File: src/rtl/inst_fetch_seq.sv
// Instruction fetch sequencer: fetches 1-3 word instructions over a req/ack
// memory port and presents them to the decoder over valid/ready.
//
// Ports:
//   i_clk, i_rst      clock, synchronous active-high reset
//   o_mem_req         memory read request
//   o_mem_addr        read address (current IP), registered
//   i_mem_ack         read done, i_mem_rdata valid this cycle
//   i_mem_rdata       read data
//   o_ir              assembled words, word k+1 at [k*DATA_W +: DATA_W]
//   o_ir_len          instruction length in words
//   o_ir_valid        instruction presented to the decoder
//   i_ir_ready        decoder accepts instruction
//   o_ir_ip           address of word 1 of the presented instruction
//   i_redirect        flush and restart fetch at i_redirect_ip
//   i_redirect_ip     new fetch address
//   o_err             one-cycle pulse on memory ack timeout
module inst_fetch_seq #(
  parameter int              DATA_W     = 16,
  parameter int              ADDR_W     = 16,
  parameter logic [ADDR_W-1:0] RESET_IP = '0,
  parameter logic [3:0]      IMM_REG_ID = 4'hF,
  parameter int              TIMEOUT    = 15
) (
  input  logic                i_clk,
  input  logic                i_rst,
  output logic                o_mem_req,
  output logic [ADDR_W-1:0]   o_mem_addr,
  input  logic                i_mem_ack,
  input  logic [DATA_W-1:0]   i_mem_rdata,
  output logic [3*DATA_W-1:0] o_ir,
  output logic [1:0]          o_ir_len,
  output logic                o_ir_valid,
  input  logic                i_ir_ready,
  output logic [ADDR_W-1:0]   o_ir_ip,
  input  logic                i_redirect,
  input  logic [ADDR_W-1:0]   i_redirect_ip,
  output logic                o_err
);

  localparam int TW = $clog2(TIMEOUT + 1);

  typedef enum logic {
    S_FETCH,
    S_HOLD
  } state_t;

  state_t state_q;
  state_t state_d;

  logic [ADDR_W-1:0]   ip_q;
  logic [ADDR_W-1:0]   ir_ip_q;
  logic [3*DATA_W-1:0] ir_q;
  logic [1:0]          cnt_q;
  logic [1:0]          len_q;
  logic [TW-1:0]       tcnt_q;
  logic                err_q;

  logic       take;
  logic       short_op;
  logic       has_imm;
  logic       done;
  logic       accept;
  logic       tmo;
  logic [3:0] w_hi;
  logic [3:0] w_lo;

  assign w_hi = i_mem_rdata[DATA_W-1 -: 4];
  assign w_lo = i_mem_rdata[DATA_W-5 -: 4];

  assign take     = (state_q == S_FETCH) && i_mem_ack;
  assign short_op = (w_hi == 4'b1100) || (w_hi == 4'b1101);
  assign has_imm  = (w_hi == IMM_REG_ID) || (w_lo == IMM_REG_ID);
  assign accept   = (state_q == S_HOLD) && i_ir_ready;
  assign tmo      = (state_q == S_FETCH) && !i_mem_ack
                 && (tcnt_q == TW'(TIMEOUT - 1));

  // Length is decided from word 1 (short opcodes) or word 2 (imm field).
  always_comb begin
    done = 1'b0;
    if (take) begin
      unique case (1'b1)
        cnt_q == 2'd0: done = short_op;
        cnt_q == 2'd1: done = !has_imm;
        default:       done = 1'b1;
      endcase
    end
  end

  always_ff @(posedge i_clk) begin
    if (i_rst) state_q <= S_FETCH;
    else       state_q <= state_d;
  end

  always_comb begin
    state_d = state_q;
    if (i_redirect) begin
      state_d = S_FETCH;
    end else begin
      unique case (state_q)
        S_FETCH: if (done)   state_d = S_HOLD;
        S_HOLD:  if (accept) state_d = S_FETCH;
        default: state_d = S_FETCH;
      endcase
    end
  end

  always_comb begin
    o_mem_req  = (state_q == S_FETCH) && !i_rst;
    o_ir_valid = (state_q == S_HOLD) && !i_rst;
  end

  always_ff @(posedge i_clk) begin
    if (i_rst) begin
      ip_q    <= RESET_IP;
      ir_ip_q <= RESET_IP;
      ir_q    <= '0;
      cnt_q   <= 2'd0;
      len_q   <= 2'd0;
      tcnt_q  <= '0;
      err_q   <= 1'b0;
    end else if (i_redirect) begin
      // Any ack this cycle is dropped; an accept this cycle stands.
      ip_q   <= i_redirect_ip;
      ir_q   <= '0;
      cnt_q  <= 2'd0;
      len_q  <= 2'd0;
      tcnt_q <= '0;
      err_q  <= 1'b0;
    end else begin
      err_q <= tmo;
      if (take) begin
        ip_q   <= ip_q + 1'b1;
        tcnt_q <= '0;
        unique case (cnt_q)
          2'd0:    ir_q[0*DATA_W +: DATA_W] <= i_mem_rdata;
          2'd1:    ir_q[1*DATA_W +: DATA_W] <= i_mem_rdata;
          default: ir_q[2*DATA_W +: DATA_W] <= i_mem_rdata;
        endcase
        if (cnt_q == 2'd0) ir_ip_q <= ip_q;
        if (done) begin
          cnt_q <= 2'd0;
          len_q <= cnt_q + 2'd1;
        end else begin
          cnt_q <= cnt_q + 2'd1;
        end
      end else if (state_q == S_FETCH) begin
        // Partial words are kept; the same address is re-requested.
        tcnt_q <= tmo ? '0 : tcnt_q + 1'b1;
      end
      if (accept) begin
        ir_q  <= '0;
        len_q <= 2'd0;
      end
    end
  end

  assign o_mem_addr = ip_q;
  assign o_ir       = ir_q;
  assign o_ir_len   = len_q;
  assign o_ir_ip    = ir_ip_q;
  assign o_err      = err_q;

endmodule

File: config.mk
export PLATFORM = sky130hd
export DESIGN_NAME = inst_fetch_seq
export DESIGN_NICKNAME = d
export VERILOG_FILES = /design/src/rtl/inst_fetch_seq.sv
export SDC_FILE = /design/constraint.sdc
export NUM_CORES = 1
export LEC_CHECK = 0
export CAP_MARGIN = 20
export CORE_ASPECT_RATIO = 1.2
export CORE_MARGIN = 5
export CORE_UTILIZATION = 41
export DETAILED_ROUTE_END_ITERATION = 10
export PLACE_DENSITY = 0.8
export SLEW_MARGIN = 20
export SYNTH_ARGS = -nofsm -noshare
export SYNTH_HDL_FRONTEND = slang
export SYNTH_SLANG_ARGS = --single-unit
File: constraint.sdc
create_clock -name i_clk -period 1.9 [get_ports i_clk]
set_input_delay 0.285 -clock i_clk [delete_from_list [all_inputs] [get_ports i_clk]]
set_output_delay 0.285 -clock i_clk [all_outputs]
set_load 0.03 [all_outputs]
==> summary.md <==
| Metric | Value |
|---|---|
| Mapped Nets | `slightly below 500` |
| FMAX | `544.7 MHz` |
| Seq/Total Area, Yosys | `50.53%` |
| Period utilisation layout | `96.63%` |
| Number of global-route vias before repair | `roughly 3,500` |
| Root buf cell | `clkbuf_8` |
| Synth warn | `0` |
| CP max FO | `5` |
| First-pass GRT wire length | `16,890 um` |
| Area grow syn2layout | `49.23%` |
| Core Box Area | `8518 um2` |
| Top-area cell type share of the netlist area | `a little over 50%` |
| Clock buffer depth | `2` |
| DR pass1 iterations | `4` |
| Peak supply drop | `roughly 0.6 mV` |
| Drt drc | `0` |
| Post-Route WL | `10,500 um` |
| Ant. Diodes | `0` |
| Cells after synthesis | `448` |
| Critical path type | `reg -> out` |
| Reg area | `1817 um2` |
| Critical Path End Type | `output pin` |
| Number of DRC markers in iteration 0 | `175` |
| Final Skew | `16.78 ps` |
| PortBufs | `121` |
| H-tree depth | `3` |
| Cell family with most CP delay | `buffers and inverters` |
| Total CTS buffers | `9` |
| Largest net degree at the start of global routing | `50` |
| Die Area | `approximately 11,000 um2` |
| Fillers | `about 730` |
| Worst path cell trace | `clkdlybuf4s50_1` |
| Path type of the worst min-delay path | `reg -> reg` |
| Final WS setup | `around 64 ps` |
| Clock Latency Late Sink | `360 ps` |
| Required time of the critical path | `1620 ps` |
| Final min period | `1836 ps` |
| Share of cells above drive strength 1 | `10.81%` |
| Post-synthesis cell type count | `36` |
| Slew Limit Fails | `0` |
| Initial antenna violation count | `0` |
| Avg WL per Cell | `between 10 and 15 um` |
| PwrDens | `723.6 nW/um2` |
| Synth Register Bits | `90` |
| Hold Buf Count CTS | `0` |
| Area occupied by multi-input gates | `about 1600 um2` |
| Netlist Area Pre-Place | `3566 um2` |
| Number of post-CTS setup repair buffers | `0` |
| Final setup fails | `0` |
| Worst-Margin Slew | `around 380 ps` |
| Max_slew headroom | `approximately 75%` |
| CTS clk-pin slew, worst paths | `100 ps` |
| Dpl ws | `-236.1 ps` |
| Slowest-stage cell, CP | `clkdlybuf4s50_1` |
| Grt total ovfl | `0` |
| Placed wire-length estimate | `approximately 7900 um` |
| Final hold vios | `0` |
| Largest area contributor in the netlist | `dfxtp_1` |
| Unrepaired setup endpoints after global routing | `no` |
| Max-Cap Viols | `0` |
| Syn Area/Cell | `7.960 um2` |
| Drt via density | `5.059` |
| Total power | `3.850 mW` |
| Clock Sinks | `90` |
| Initial Utilization | `41.86%` |
| Post-Route Utilization | `62.47%` |
| Gr usage total | `19.85%` |
| Worst path bufs/invs | `1` |
| Outcome | `complete, no violations` |
| Resize count post-CTS | `0` |
| CTS tree | `done` |
| DR vias | `3,587` |
| FP Rows | `37` |
| Die Wd | `roughly 95 um` |
| Synth area leaders | `dfxtp_1 51%, nand2_1 15%, a21oi_1 10%, xnor2_1 2.7%, clkbuf_1 2.6%` |
| Final nets | `629` |
| Ports | `122` |
| Die height | `112.2 um` |
| Pleak | `1.849 nW` |
| GP Congestion | `just over 0.8` |
| Worst path max stage delay | `720 ps` |
| Startpoint types | `flip-flop` |
| Crit path DAT | `roughly 1600 ps` |
| Antenna-violating nets left | `0` |
[routing by layer]
layer  vias up  GRT usage (%)  routed length (um)
li1       1788              -                   -
met1      1664          22.89                4108
met2       117          33.91                5331
met3        18          6.166                 849
met4         0          7.411                 205
met5         -              0                   0
[kinds of logic after synthesis]
family | count (synthesis) | synth area share (%)
XOR/XNOR | 14 | 3.439
buffers and inverters | 36 | 3.824
adder cells (fa/ha/maj) | 5 | 1.754
flip-flops | 90 | 50.53
AND/OR/NAND/NOR | 207 | 25.09
AO/OA/AOI/OAI | 96 | 15.37
[path summary, 6_finish.rpt]
check            startpoint             end  slack (ps)  depth (start not counted)
max          o_mem_addr[13]  o_mem_addr[13]          60                          1
min                 o_ir[7]         o_ir[7]         460                          2
max reg2reg   o_mem_addr[1]  o_mem_addr[14]         100                          5
min reg2reg         o_ir[7]         o_ir[7]         460                          2
[cells in the final DEF, fill, tap and decap left out, types with 2 or more instances in the layout]
cell             Yosys  final
inv_6                0      3
and2_1               2      2
a311oi_1             4      4
xnor2_1             11     11
or3_1                4      4
dfxtp_1             90     82
nand4_1              6      6
nor2b_1              4      4
dfxtp_2              0      6
a211oi_1            10     10
nand3_1              7      7
o31ai_1              2      2
nand2_1            144    144
clkbuf_8             0      9
xor2_1               3      3
nor2_1              22     22
nor4_1               5      5
dfxtp_4              0      2
buf_12               0      4
inv_1                9      9
nor3_1               4      4
o31a_1               2      2
o21ai_0              2      2
ha_1                 5      4
a21oi_1             71     71
buf_4                0     32
clkdlybuf4s50_1      0    119
nand4b_1             2      2
[power by group]
part / total (mW) / internal [mW] / switching, mW
registers: 2.00 / 1.94 / 0.0548
logic: 0.620 / 0.279 / 0.341
clock network: 1.23 / 0.499 / 0.733
total: 3.85 / 2.72 / 1.13
[cell usage after synthesis]
cell type,instances
nand3_1,7
nand4_1,6
buf_2,1
xnor2_1,11
nand3b_1,1
a311oi_1,4
or2_2,1
nand2_1,144
clkbuf_1,25
a211oi_1,10
o21ai_0,2
a21oi_1,71
a21o_1,1
nor3_2,1
buf_1,1
and4b_1,1
ha_1,5
dfxtp_1,90
nor2_1,22
o211ai_1,1
a22oi_1,1
a2bb2oi_1,1
nand4b_1,2
nor2b_1,4
and2_1,2
o31a_1,2
xor2_1,3
or4_1,1
o32ai_1,1
nand2b_1,1
nand3b_4,1
nor3_1,4
or3_1,4
inv_1,9
nor4_1,5
o31ai_1,2
[metrics by stage]
step,instances,TNS (ps),hold WS (ps),cell area [um2]
floorplan,448,0,410.6,3583
global placement,693,-259.2,441.8,5139
global route,709,0,479.7,5321
detailed placement,693,-1545,448.7,5139
CTS,709,0,461.0,5321
finish,709,0,462.1,5321
[state kept, by name, summed over array words and instances (netlist names)]
signal	flops
o_ir	48
o_ir_ip	16
o_mem_addr	16
tcnt_q	4
cnt_q	2
o_ir_len	2
o_err	1
state_q	1
[layout make-up]
class / count / area share (%)
Sequential cell: 90 / 34.14
Multi-Input combinational cell: 322 / 30.64
Timing Repair Buffer: 155 / 28.40
Tap cell: 117 / 2.751
Clock buffer: 9 / 2.328
Clock inverter: 7 / 1.105
Inverter: 9 / 0.6348
Power figures use the tool's default switching activity.
